**src/rtl/tile_gfx_pkg.sv**
```systemverilog
// Shared definitions for the tile graphics blocks: sequencer states and
// a width helper that never returns a zero-width field.
package tile_gfx_pkg;

    typedef enum logic [2:0] {
        BOOT,
        INIT_DRAW,
        IDLE,
        FLASH_DRAW,
        HOLD,
        RESTORE_DRAW
    } state_t;

    function automatic int clog2_min1(input int value);
        return (value <= 2) ? 1 : $clog2(value);
    endfunction

endpackage

```
**src/rtl/tile_raster_counter.sv**
```systemverilog
// Raster scan counter for one tile: walks px across each row and py down the
// tile, flags the final pixel, and can be cleared at any time.
module tile_raster_counter
    import tile_gfx_pkg::*;
#(
    parameter int TILE_W = 16,
    parameter int TILE_H = 16
) (
    input  logic                           clock,
    input  logic                           resetn,
    input  logic                           clear,
    input  logic                           enable,
    output logic [clog2_min1(TILE_W)-1:0]  px,
    output logic [clog2_min1(TILE_H)-1:0]  py,
    output logic                           last
);

    localparam int XW = clog2_min1(TILE_W);
    localparam int YW = clog2_min1(TILE_H);
    localparam logic [XW-1:0] X_LAST = XW'(TILE_W - 1);
    localparam logic [YW-1:0] Y_LAST = YW'(TILE_H - 1);

    assign last = (px == X_LAST) && (py == Y_LAST);

    // Advance one pixel per enabled cycle, wrapping rows and the whole tile.
    always_ff @(posedge clock) begin
        if (!resetn || clear) begin
            px <= '0;
            py <= '0;
        end else if (enable) begin
            if (px == X_LAST) begin
                px <= '0;
                py <= (py == Y_LAST) ? '0 : py + YW'(1);
            end else begin
                px <= px + XW'(1);
            end
        end
    end

endmodule

```
**src/rtl/tile_flash_sequencer.sv**
```systemverilog
// Tile flash sequencer: draws every tile in the base colour after start,
// then services flash requests by drawing the tile in the flash colour,
// holding it for a fixed time and redrawing it in the base colour.
module tile_flash_sequencer
    import tile_gfx_pkg::*;
#(
    parameter int NUM_TILES   = 4,
    parameter int TILE_W      = 16,
    parameter int TILE_H      = 16,
    parameter int HOLD_CYCLES = 1000
) (
    input  logic                              clock,
    input  logic                              resetn,
    input  logic                              start,
    input  logic                              req_valid,
    input  logic [clog2_min1(NUM_TILES)-1:0]  req_tile,
    output logic                              req_ready,
    output logic [clog2_min1(NUM_TILES)-1:0]  tile_num,
    output logic [clog2_min1(TILE_W)-1:0]     px,
    output logic [clog2_min1(TILE_H)-1:0]     py,
    output logic                              flash,
    output logic                              plot,
    output logic                              busy,
    output logic                              done
);

    localparam int TW = clog2_min1(NUM_TILES);
    localparam int HW = clog2_min1(HOLD_CYCLES);
    localparam logic [TW-1:0] LAST_TILE     = TW'(NUM_TILES - 1);
    localparam logic [TW:0]   NUM_TILES_EXT = (TW + 1)'(NUM_TILES);
    localparam logic [HW-1:0] HOLD_LOAD     = HW'(HOLD_CYCLES - 1);

    state_t          state;
    state_t          next_state;
    logic [HW-1:0]   hold_cnt;
    logic            last_pixel;
    logic            tile_ok;
    logic            state_change;

    assign tile_ok      = ({1'b0, req_tile} < NUM_TILES_EXT);
    assign state_change = (next_state != state);

    tile_raster_counter #(
        .TILE_W (TILE_W),
        .TILE_H (TILE_H)
    ) u_raster (
        .clock  (clock),
        .resetn (resetn),
        .clear  (state_change),
        .enable (plot),
        .px     (px),
        .py     (py),
        .last   (last_pixel)
    );

    // State register; reset always returns to BOOT and abandons any draw.
    always_ff @(posedge clock) begin
        if (!resetn) begin
            state <= BOOT;
        end else begin
            state <= next_state;
        end
    end

    // Next-state decode and the state-derived strobes.
    always_comb begin
        next_state = state;
        req_ready  = 1'b0;
        plot       = 1'b0;
        flash      = 1'b0;
        busy       = 1'b1;
        case (state)
            BOOT: begin
                busy = 1'b0;
                if (start) next_state = INIT_DRAW;
            end
            INIT_DRAW: begin
                plot = 1'b1;
                if (last_pixel && (tile_num == LAST_TILE)) next_state = IDLE;
            end
            IDLE: begin
                busy      = 1'b0;
                req_ready = 1'b1;
                if (req_valid && tile_ok) next_state = FLASH_DRAW;
            end
            FLASH_DRAW: begin
                plot  = 1'b1;
                flash = 1'b1;
                if (last_pixel) next_state = HOLD;
            end
            HOLD: begin
                if (hold_cnt == '0) next_state = RESTORE_DRAW;
            end
            RESTORE_DRAW: begin
                plot = 1'b1;
                if (last_pixel) next_state = IDLE;
            end
            default: next_state = BOOT;
        endcase
    end

    // Tile selection, hold countdown (loaded on HOLD entry, cleared on any
    // other entry) and the completion pulse for the first IDLE cycle.
    always_ff @(posedge clock) begin
        if (!resetn) begin
            tile_num <= '0;
            hold_cnt <= '0;
            done     <= 1'b0;
        end else begin
            done <= (state == RESTORE_DRAW) && last_pixel;
            case (state)
                BOOT:      if (start) tile_num <= '0;
                INIT_DRAW: if (last_pixel && (tile_num != LAST_TILE)) tile_num <= tile_num + TW'(1);
                IDLE:      if (req_valid && tile_ok) tile_num <= req_tile;
                default:   tile_num <= tile_num;
            endcase
            if (state_change) begin
                hold_cnt <= (next_state == HOLD) ? HOLD_LOAD : '0;
            end else if ((state == HOLD) && (hold_cnt != '0)) begin
                hold_cnt <= hold_cnt - HW'(1);
            end
        end
    end

endmodule

```
**config.mk**
```make
export PLATFORM = sky130hd
export DESIGN_NAME = tile_flash_sequencer
export DESIGN_NICKNAME = d
export VERILOG_FILES = /design/src/rtl/tile_gfx_pkg.sv /design/src/rtl/tile_raster_counter.sv /design/src/rtl/tile_flash_sequencer.sv
export SDC_FILE = /design/constraint.sdc
export NUM_CORES = 1
export LEC_CHECK = 0
export BUFFER_PORTS_ARGS = -buffer_cell sky130_fd_sc_hd__buf_2
export CORE_ASPECT_RATIO = 1.5
export CORE_UTILIZATION = 45
export DETAILED_ROUTE_END_ITERATION = 8
export GPL_TIMING_DRIVEN = 0
export PLACE_DENSITY = 0.67
export RECOVER_POWER = 100
export SYNTH_ARGS = -nofsm -noshare
export SYNTH_HDL_FRONTEND = slang
export SYNTH_SLANG_ARGS = --single-unit
```
**constraint.sdc**
```tcl
create_clock -name clock -period 2.3 [get_ports clock]
set_clock_uncertainty 0.2 [all_clocks]
set_input_delay 0.115 -clock clock [delete_from_list [all_inputs] [get_ports clock]]
set_output_delay 0.115 -clock clock [all_outputs]
set_load 0.01 [all_outputs]
```
==> After elaboration in Yosys (flattened, before gate mapping) <==
Cells that the tools add are included.
{ "word_totals": {"inputBits": 6, "output_inout_bits": 15, "wordCells": 60, "register_bits": 24} }
{ "op_classes": {"n_reduce_logical": 16, "add_sub_neg": 4, "n_eq_ne": 14, "n_mux": 20} }
{ "ops": {"columns": ["cell", "n"], "rows": [
  ["10-bit two-way mux", 3],
  ["3-bit two-way mux", 6],
  ["3-bit case mux with 6 select lines", 1],
  ["10-bit zero test", 1],
  ["10-bit nonzero test", 1],
  ["10-bit by 1-bit subtractor with 10-bit output, second input constant", 1],
  ["3-bit equality test, second input constant", 3],
  ["4-bit by 1-bit adder with 4-bit output, second input constant", 2],
  ["4-bit equality test, second input constant", 2],
  ["4-bit two-way mux", 2],
  ["2-bit inequality test, second input constant", 4],
  ["3-bit by 2-bit equality test with 1-bit output, second input constant", 2],
  ["2-bit two-way mux", 3],
  ["2-bit case mux with 3 select lines", 1],
  ["1-bit logical AND", 5],
  ["1-bit two-way mux", 4],
  ["4-bit AND reduction", 1],
  ["3-bit by 1-bit equality test with 1-bit output, second input constant", 1],
  ["3-bit zero test", 1],
  ["3-bit inequality test", 1],
  ["3-bit nonzero test", 1],
  ["3-bit OR reduction", 1],
  ["2-bit by 1-bit adder with 2-bit output, second input constant", 1],
  ["2-bit equality test, second input constant", 1],
  ["5 further kinds", 5]
]} }

==> Longest topological paths before layout <==
Gate-level depths: netlist of the first run.
{ "depth": {"word_depth": 8, "mapped_depth": 7, "mapped_depth_nobuf": 7} }

==> By module <==
From an unflattened synthesis of the first run, not the netlist that was laid out.
{ "unflattened": {"hier_cells": 161, "area_unflattened_um2": 1363.8} }
{ "modules_own_cells": {"columns": ["module", "instances", "seq_area_each_um2", "cells_each", "area_each_um2"], "rows": [
  ["tile_flash_sequencer", 1, 320.3, 116, 973.4],
  ["tile_raster_counter", 1, 160.2, 45, 390.4]
]} }

==> Worst setup path before layout of the first run <==
OpenSTA, ideal clock, no wires.
{ "synth_timing": {"path_kind": "reg-to-reg", "from": "reg hold_cnt[0]", "to": "reg hold_cnt[2]", "arrival_ns": 1.979, "slack_ns": 0.018, "required_time_ns": 1.997, "path_buffers": 0, "path_stages_with_launch": 8, "period_less_slack_ns": 2.282, "setup_time_ns": 0.103, "cell_sequence": "dfxtp_1 inv_1 ha_1 or2b_2 o41ai_4 a21boi_4 a21oi_2 a2111oi_2"} }
{ "synth_between": {"elab_chain_cells": 6, "word_cells_on_any_way": 12, "classes_between": "add/sub (1); eq/ne (2); mux (5); reduce/logical (4)"} }
{ "synth_lines": {"columns": ["element", "line_no", "text"], "rows": [
  ["start, declared", "tile_flash_sequencer.sv:35", "logic [HW-1:0] hold_cnt;"],
  ["start signal, assigned", "tile_flash_sequencer.sv:118", "hold_cnt <= (next_state == HOLD) ? HOLD_LOAD : '0;"],
  ["start signal, assigned", "tile_flash_sequencer.sv:120", "hold_cnt <= hold_cnt - HW'(1);"],
  ["10-bit zero test", "tile_flash_sequencer.sv:92", "if (hold_cnt == '0) next_state = RESTORE_DRAW;"],
  ["3-bit two-way mux", "tile_flash_sequencer.sv:92", null],
  ["3-bit case mux with 6 select lines", "tile_flash_sequencer.sv:72", "case (state)"],
  ["3-bit equality test", "tile_flash_sequencer.sv:118", null],
  ["10-bit two-way mux", "tile_flash_sequencer.sv:118", null],
  ["10-bit two-way mux", "tile_flash_sequencer.sv:117", "if (state_change) begin"]
]} }
Several ways; a longest one is shown, not always the timed one. The select of a mux whose other input is x is not followed.
A chain may end at the register's enable or synchronous reset.

==> Worst setup path in the final report of the first run <==
{ "layout_timing": {"from": "reg hold_cnt[0]", "to": "reg hold_cnt[6]"} }
The elaborated chain is that of the path after synthesis.

==> flow_metrics.tcl, run 1 <==
set metrics [dict create \
    status "finished, final reports clean" \
    ys_ff_latch 24 \
    leakagePower_nw 0.7500 \
    antenna_left 0 \
    p_sw_mw 0.3783 \
    cp-start-kind "flip-flop" \
    synth_edf_count 0 \
    drive_above_1_share 0.4378 \
    clk_path_buf_depth 2 \
    required_ns 2.27 \
    first_pass_iters 4 \
    grt_max_degree 14 \
    dr_total_vias 1478 \
    synth_area_um2 1524 \
    synth_top_flop_cell "dfxtp_1" \
    grt_pass1_wl_um 6106 \
    timing.setup.tns_ns 0 \
    worstSkewPairLatency_ns 0.26 \
    fp.dieH_um 73.28 \
    avgSynthCellArea_um2 9.126 \
    path_max_fanout 5 \
    hold_viol 0 \
    start_util 0.4776 \
    htreeDepth 1 \
    grtUsageTotal 0.2140 \
    pwr-share-seq 0.425 \
    ys_seq_area_frac 0.3153 \
    route.detailed.drc 0 \
    clock.fmax_ghz 0.4410 \
    io_buffers 19 \
    min_period_ns 2.267 \
    viasPerCell 6.133 \
    grt_pass1_vias 1374 \
    core_um2 3191 \
    wire_per_inst_um 16.89 \
    placed_cell_area_um2 1669 \
    io_pins 21 \
    fin_crit_sh 0.9858 \
    final_area_um2 2034 \
    synthCells 167 \
    power_density_nw_per_um2 562.2 \
    antenna_cells 0 \
    dr.first_iter.drc_count 45 \
    power_frac_comb 0.327 \
    critical_path_class "reg -> reg" \
    async_flop_share 0 \
    maxSlewViolCount 0 \
    dieArea_um2 3628 \
    clk_pin_slew_worst_paths_ns 0.08 \
    area_delta_synth_final_pct 33.50 \
    rows 25 \
    clkPwrFrac 0.248 \
    cp_data_arrival_time_ns 2.24 \
    rsz0062_at_grt "true" \
    wl_um 4070 \
    cp_slowest_stage_delay_ns 0.33 \
    min_path_type "in -> reg" \
    synth_cell_types 51 \
    ir_worst_vdd_mv 0.4264 \
    synth_nets 177 \
    worst_path_max_delay_cell "dfxtp_2" \
    worst_pin_slew_ns 0.4670 \
    cts_tree "built" \
    die_x_um 49.52 \
    p_int_mw 0.7655 \
    nets 212 \
    cp_cell_sequence "inv_2 -> ha_4 -> or2b_4 -> o41ai_4 -> a21boi_4 -> buf_6 -> a221oi_2 -> nor4_1" \
    antenna_found_initial 0 \
    endpoint_kind "flip-flop" \
    cts_buffers 3 \
    setup_violations 0 \
    reg2regPathDepth 8 \
    hold_depth 5 \
    grt-ovfl-total 0 \
    netSwitchingFraction 0.3308 \
    drv_cap 0 \
    nFillCells 263 \
    dpl.hpwl_um 2573 \
    max_slew_margin 0.6887 \
    yosysWarnings 0 \
    place_congestion 0.9130 \
    cts.sinks 24 \
    cts_root_buffer "clkbuf_8" \
]
## per-layer routing
metal  routed length [µm]  track usage  vias to the layer above
met1                 1663       0.2478                      705
met4                  102      0.09524                        0
met3                  165      0.02899                       10
li1                     -            -                      709
met5                    0            0                        -
met2                 2138       0.3881                       54
## area by class of cell
| cell class | count | area, µm² | share of cell area |
|---|---|---|---|
| Sequential cell | 24 | 494.2 | 0.2429 |
| Clock buffer | 4 | 55.05 | 0.02706 |
| Multi-Input combinational cell | 130 | 1151 | 0.5658 |
| Tap cell | 40 | 50.05 | 0.02460 |
| Timing Repair Buffer | 30 | 186.4 | 0.09164 |
| Buffer | 7 | 75.07 | 0.03690 |
| Inverter | 6 | 22.52 | 0.01107 |
## layout by cell type (no fill, tap or decap), types with 3 or more instances in the layout
master	count
o31ai_4	3
nor3_1	4
mux2i_1	4
nor4_1	4
nand4_1	4
dfxtp_1	17
xnor2_1	3
a221oi_1	4
nand3_1	3
xor2_1	5
or2_2	3
a21oi_1	5
buf_4	9
dfxtp_2	5
a22oi_1	5
buf_2	18
buf_6	4
nor2_1	20
a211oi_1	6
nand2b_1	3
clkbuf_8	7
nand2_1	7
inv_1	4
## state kept, by name (all words and copies together), names as in the netlist
register	cells
done	1
u_raster.px	4
hold_cnt	10
u_raster.py	4
tile_num	2
state	3
## kinds of logic after synthesis
kind of cell               after synthesis  synth area share
buffers and inverters                   14           0.07143
xor gates and xnor gates                 8           0.04598
adders and majority gates                4           0.03284
DFF                                     24            0.3153
muxes                                    5           0.03284
and+or+nand+nor                         66            0.2406
AOI/OAI and AO/OA                       46            0.2611
## cells in the mapped netlist, types with 5 or more instances
master     n  area, µm²
dfxtp_1   24      480.5
nor2_1    20      75.07
nand2_1    8      30.03
a211oi_1   7      52.55
inv_1      6      22.52
a21oi_1    5      25.02
a221oi_1   5      43.79
a22oi_1    5      37.54
mux2i_1    5      50.05
nor3_1     5      25.02
o31ai_1    5      37.54
xor2_1     5      43.79
## worst paths after layout
| check | start | end | slack [ns] |
|---|---|---|---|
| hold / removal | req_tile[1] | tile_num[1] | 0.09 |
| setup / recovery | hold_cnt[0] | hold_cnt[6] | 0.03 |
| hold reg to reg | tile_num[1] | tile_num[1] | 0.35 |
| setup reg to reg | hold_cnt[0] | hold_cnt[6] | 0.03 |
## worst max-delay path, delay by kind of cell (launching register included)
kind            cells  cell delay (ns)
flops               1             0.33
fa+ha+maj           1             0.14
compound gates      3             0.71
simple gates        2             0.57
buf+inv             2             0.23
## power groups by stage
| stage | Combinational (mW) | Sequential (mW) | Clock, mW |
|---|---|---|---|
| 2_1_floorplan | 0.219 | 0.480 | 0 |
| 3_3_place_gp | 0.268 | 0.483 | 0 |
| 3_5_place_dp | 0.275 | 0.485 | 0 |
| 4_1_cts | 0.308 | 0.478 | 0.290 |
| 5_1_grt | 0.400 | 0.490 | 0.305 |
| 6_report | 0.374 | 0.486 | 0.284 |
## through the flow
stage	setup slack (ns)	cells	hold slack, ns	util	power [mW]
4_1_cts	-0.04332	236	0.07718	0.5839	1.076
2_1_floorplan	0.01768	167	0.1740	-	0.6984
3_5_place_dp	-0.2752	226	0.2256	0.5231	0.7599
6_report	0.03260	241	0.09151	0.6376	1.144
5_1_grt	-0.01015	241	0.1392	0.6376	1.194
3_3_place_gp	-0.2179	226	0.2246	0.5231	0.7510
## repair_timing
item | 4_1_cts | 5_1_grt
hold endpoints to repair | 7 | 0
gates cloned | 0 | 1
gates resized for setup | 20 | 33
buffers inserted | 5 | 5
hold buffers | 1 | 0
setup endpoints to repair | 18 | 13
pin swaps | 5 | 12
No activity file was read; power rests on OpenSTA's default activity.
==> run 2: changes to the inputs <==
- PLACE_DENSITY: 0.67 -> 0.68
- SYNTH_HIERARCHICAL: not set -> 1
==> run 2 against run 1 <==
Net effect:
- register-to-register slack gained 0.095 ns
- sequential cell count is the same
- setup slack gained 0.095 ns
- clock power grew 31%
- via count shrank 14%
- maximum frequency grew 4.4%
- final cell count shrank 7.1%
- first-iteration DRC count shrank 31%
- sequential share of layout area grew 5.4 points
- routed wire length shrank 24%
- critical path type unchanged
==> flow_metrics.tcl, run 2 <==
set metrics [dict create \
    place_congestion 0.7274 \
    p_sw_mw 0.2440 \
    cts_root_buffer "clkbuf_8" \
    synth_common_cells "dfxtp_1 (24), nor2_1 (17), a21oi_1 (14), nand2_1 (14), o21ai_0 (9)" \
    power_frac_comb 0.160 \
    synth_top_flop_cell "dfxtp_1" \
    first_pass_iters 4 \
    critical_path_class "reg -> reg" \
    nets 196 \
    pwr-share-seq 0.459 \
    cts.sinks 24 \
    core_um2 2883 \
    maxSlewViolCount 0 \
    worstSkewPairLatency_ns 0.27 \
    synth_area_um2 1364 \
    dr.first_iter.drc_count 31 \
    ys_seq_area_frac 0.3523 \
    io_pins 21 \
    mostFrequentLayoutCells "dfxtp_1 (20), nor2_1 (16), nand2_1 (14)" \
    antenna_found_initial 0 \
    yosys.area.top_type "dfxtp_1" \
    synth_area_leaders "dfxtp_1 (35%), a21oi_1 (5.1%), mux2i_1 (5.1%)" \
    synth_cell_types 45 \
    dpl.hpwl_um 2242 \
    worst_pin_slew_ns 0.8716 \
    regMostFlops "hold_cnt" \
    r2r_setup_slack_ns 0.13 \
    clk_path_buf_depth 2 \
    dieArea_um2 3260 \
    utilization 0.5668 \
    hold_viol 0 \
    p_int_mw 0.7316 \
    cts_tree "built" \
    place_inst 220 \
    grtUsageTotal 0.2113 \
    clk_pin_slew_worst_paths_ns 0.09 \
    path_max_fanout 6 \
    worst_path_max_delay_cell "or4_4" \
    min_path_type "in -> reg" \
    worstPathBufferInverterCount 0 \
    use_met2 0.3735 \
    cp_slowest_stage_delay_ns 0.56 \
    power_density_nw_per_um2 597.1 \
    top_usage_layer "met2" \
    grt_pass1_wl_um 5188 \
    cp-start-kind "flip-flop" \
    synth_edf_count 0 \
    wl_um 3079 \
    clkPwrFrac 0.381 \
    route.detailed.drc 0 \
    fp.dieH_um 69.43 \
    cp_cell_sequence "or3b_4 -> or4_4 -> nand3_2 -> a21o_4 -> a211oi_1" \
    io_buffers 20 \
    rsz0062_at_grt "false" \
    ir_worst_vdd_mv 0.4620 \
    synthCells 161 \
    path_delay_family "simple AND/OR/NAND/NOR gates" \
    htreeDepth 1 \
    fin_crit_sh 0.9443 \
    endpoint_kind "flip-flop" \
    wire_per_inst_um 13.75 \
    grt_use_met3 0.03646 \
    reg.largest.list "hold_cnt x10, u_raster/px x4, u_raster/py x4" \
    max_slew_margin 0.4177 \
    netSwitchingFraction 0.2501 \
    async_flop_share 0 \
    yosysWarnings 6 \
    antenna_cells 0 \
    final_common_cell "dfxtp_1" \
    min_period_ns 2.172 \
    drive_above_1_share 0.2162 \
    use_met1 0.2311 \
    dr_total_vias 1278 \
    leakagePower_nw 0.6885 \
    grt_max_degree 15 \
    status "finished, final reports clean" \
    ys_ff_latch 24 \
    setup_violations 0 \
    area_delta_synth_final_pct 19.82 \
    fin_cells 224 \
    synth_top_cell_area_share 0.3523 \
    cts_buffers 3 \
    grt_pass1_vias 1212 \
    yosysMostFrequentCell "dfxtp_1" \
    largest_register_ffs 10 \
    synth_nets 171 \
    start_util 0.4731 \
    drv_cap 0 \
    antenna_left 0 \
    rows 24 \
    grt-ovfl-total 0 \
    required_ns 2.22 \
    die_x_um 46.95 \
    viasPerCell 5.705 \
    cp_data_arrival_time_ns 2.09 \
    avgSynthCellArea_um2 8.471 \
    clock.fmax_ghz 0.4604 \
]
run 2: worst paths after layout:
path                from          end  depth (start not counted)
max             state[2]  hold_cnt[0]                          5
min          req_tile[0]  tile_num[0]                          5
max reg2reg     state[2]  hold_cnt[0]                          5
min reg2reg  hold_cnt[0]  hold_cnt[0]                          1
run 2: area by class of cell:
cell class                      instances  area, µm²
Clock inverter                          1      30.03
Tap cell                               39      48.80
Inverter                                7      26.28
Clock buffer                            3      41.29
Sequential cell                        24      485.5
Buffer                                  3      30.03
Timing Repair Buffer                   21      98.84
Multi-Input combinational cell        126      873.3
Fill cell                             284       1249
run 2: worst reg2reg max path: stages (launching register included):
cell	delay [ns]
dfxtp_1	0.45
or3b_4	0.45
or4_4	0.56
nand3_2	0.14
a21o_4	0.17
a211oi_1	0.05
run 2: cell families after synthesis:
group | synth area share
AND/OR/NAND/NOR | 0.2890
AO/OA/AOI/OAI | 0.1927
flip-flops | 0.3523
XOR/XNOR | 0.02569
buffers and inverters | 0.04403
multiplexers | 0.05963
adder cells (fa/ha/maj) | 0.03670
run 2: metrics by stage:
| step | setup WS [ns] | TNS, ns | power, mW | hold WS, ns | area, µm² |
|---|---|---|---|---|---|
| global placement | -0.1805 | -1.652 | 0.6011 | 0.2036 | 1513 |
| global route | 0.02980 | 0 | 1.022 | 0.04919 | 1634 |
| finish | 0.1281 | 0 | 0.9757 | 0.002728 | 1634 |
| detailed placement | -0.2076 | -2.162 | 0.6070 | 0.2002 | 1513 |
| CTS | 0.02663 | 0 | 0.9856 | 0.004074 | 1619 |
| floorplan | 0.02729 | 0 | 0.5689 | 0.04841 | 1364 |
run 2: power groups by stage:
| stage | registers, mW | logic, mW | clock network [mW] |
|---|---|---|---|
| 6_report | 0.447 | 0.156 | 0.372 |
| 5_1_grt | 0.450 | 0.175 | 0.396 |
| 4_1_cts | 0.447 | 0.156 | 0.383 |
| 3_5_place_dp | 0.456 | 0.151 | 0 |
| 3_3_place_gp | 0.455 | 0.146 | 0 |
| 2_1_floorplan | 0.454 | 0.115 | 0 |
run 2: per-layer routing:
| layer | vias to the layer above | wire length (µm) |
|---|---|---|
| met5 | - | 0 |
| met1 | 620 | 1303 |
| met4 | 0 | 47 |
| met2 | 17 | 1672 |
| met3 | 4 | 55 |
| li1 | 637 | - |
run 2: timing repair:
action	CTS	global route
endpoints found under the hold margin	8	0
setup buffers	0	0
endpoints found under the setup margin	18	16
hold buffers	1	0
gates resized for setup	8	10
pin swaps	0	1
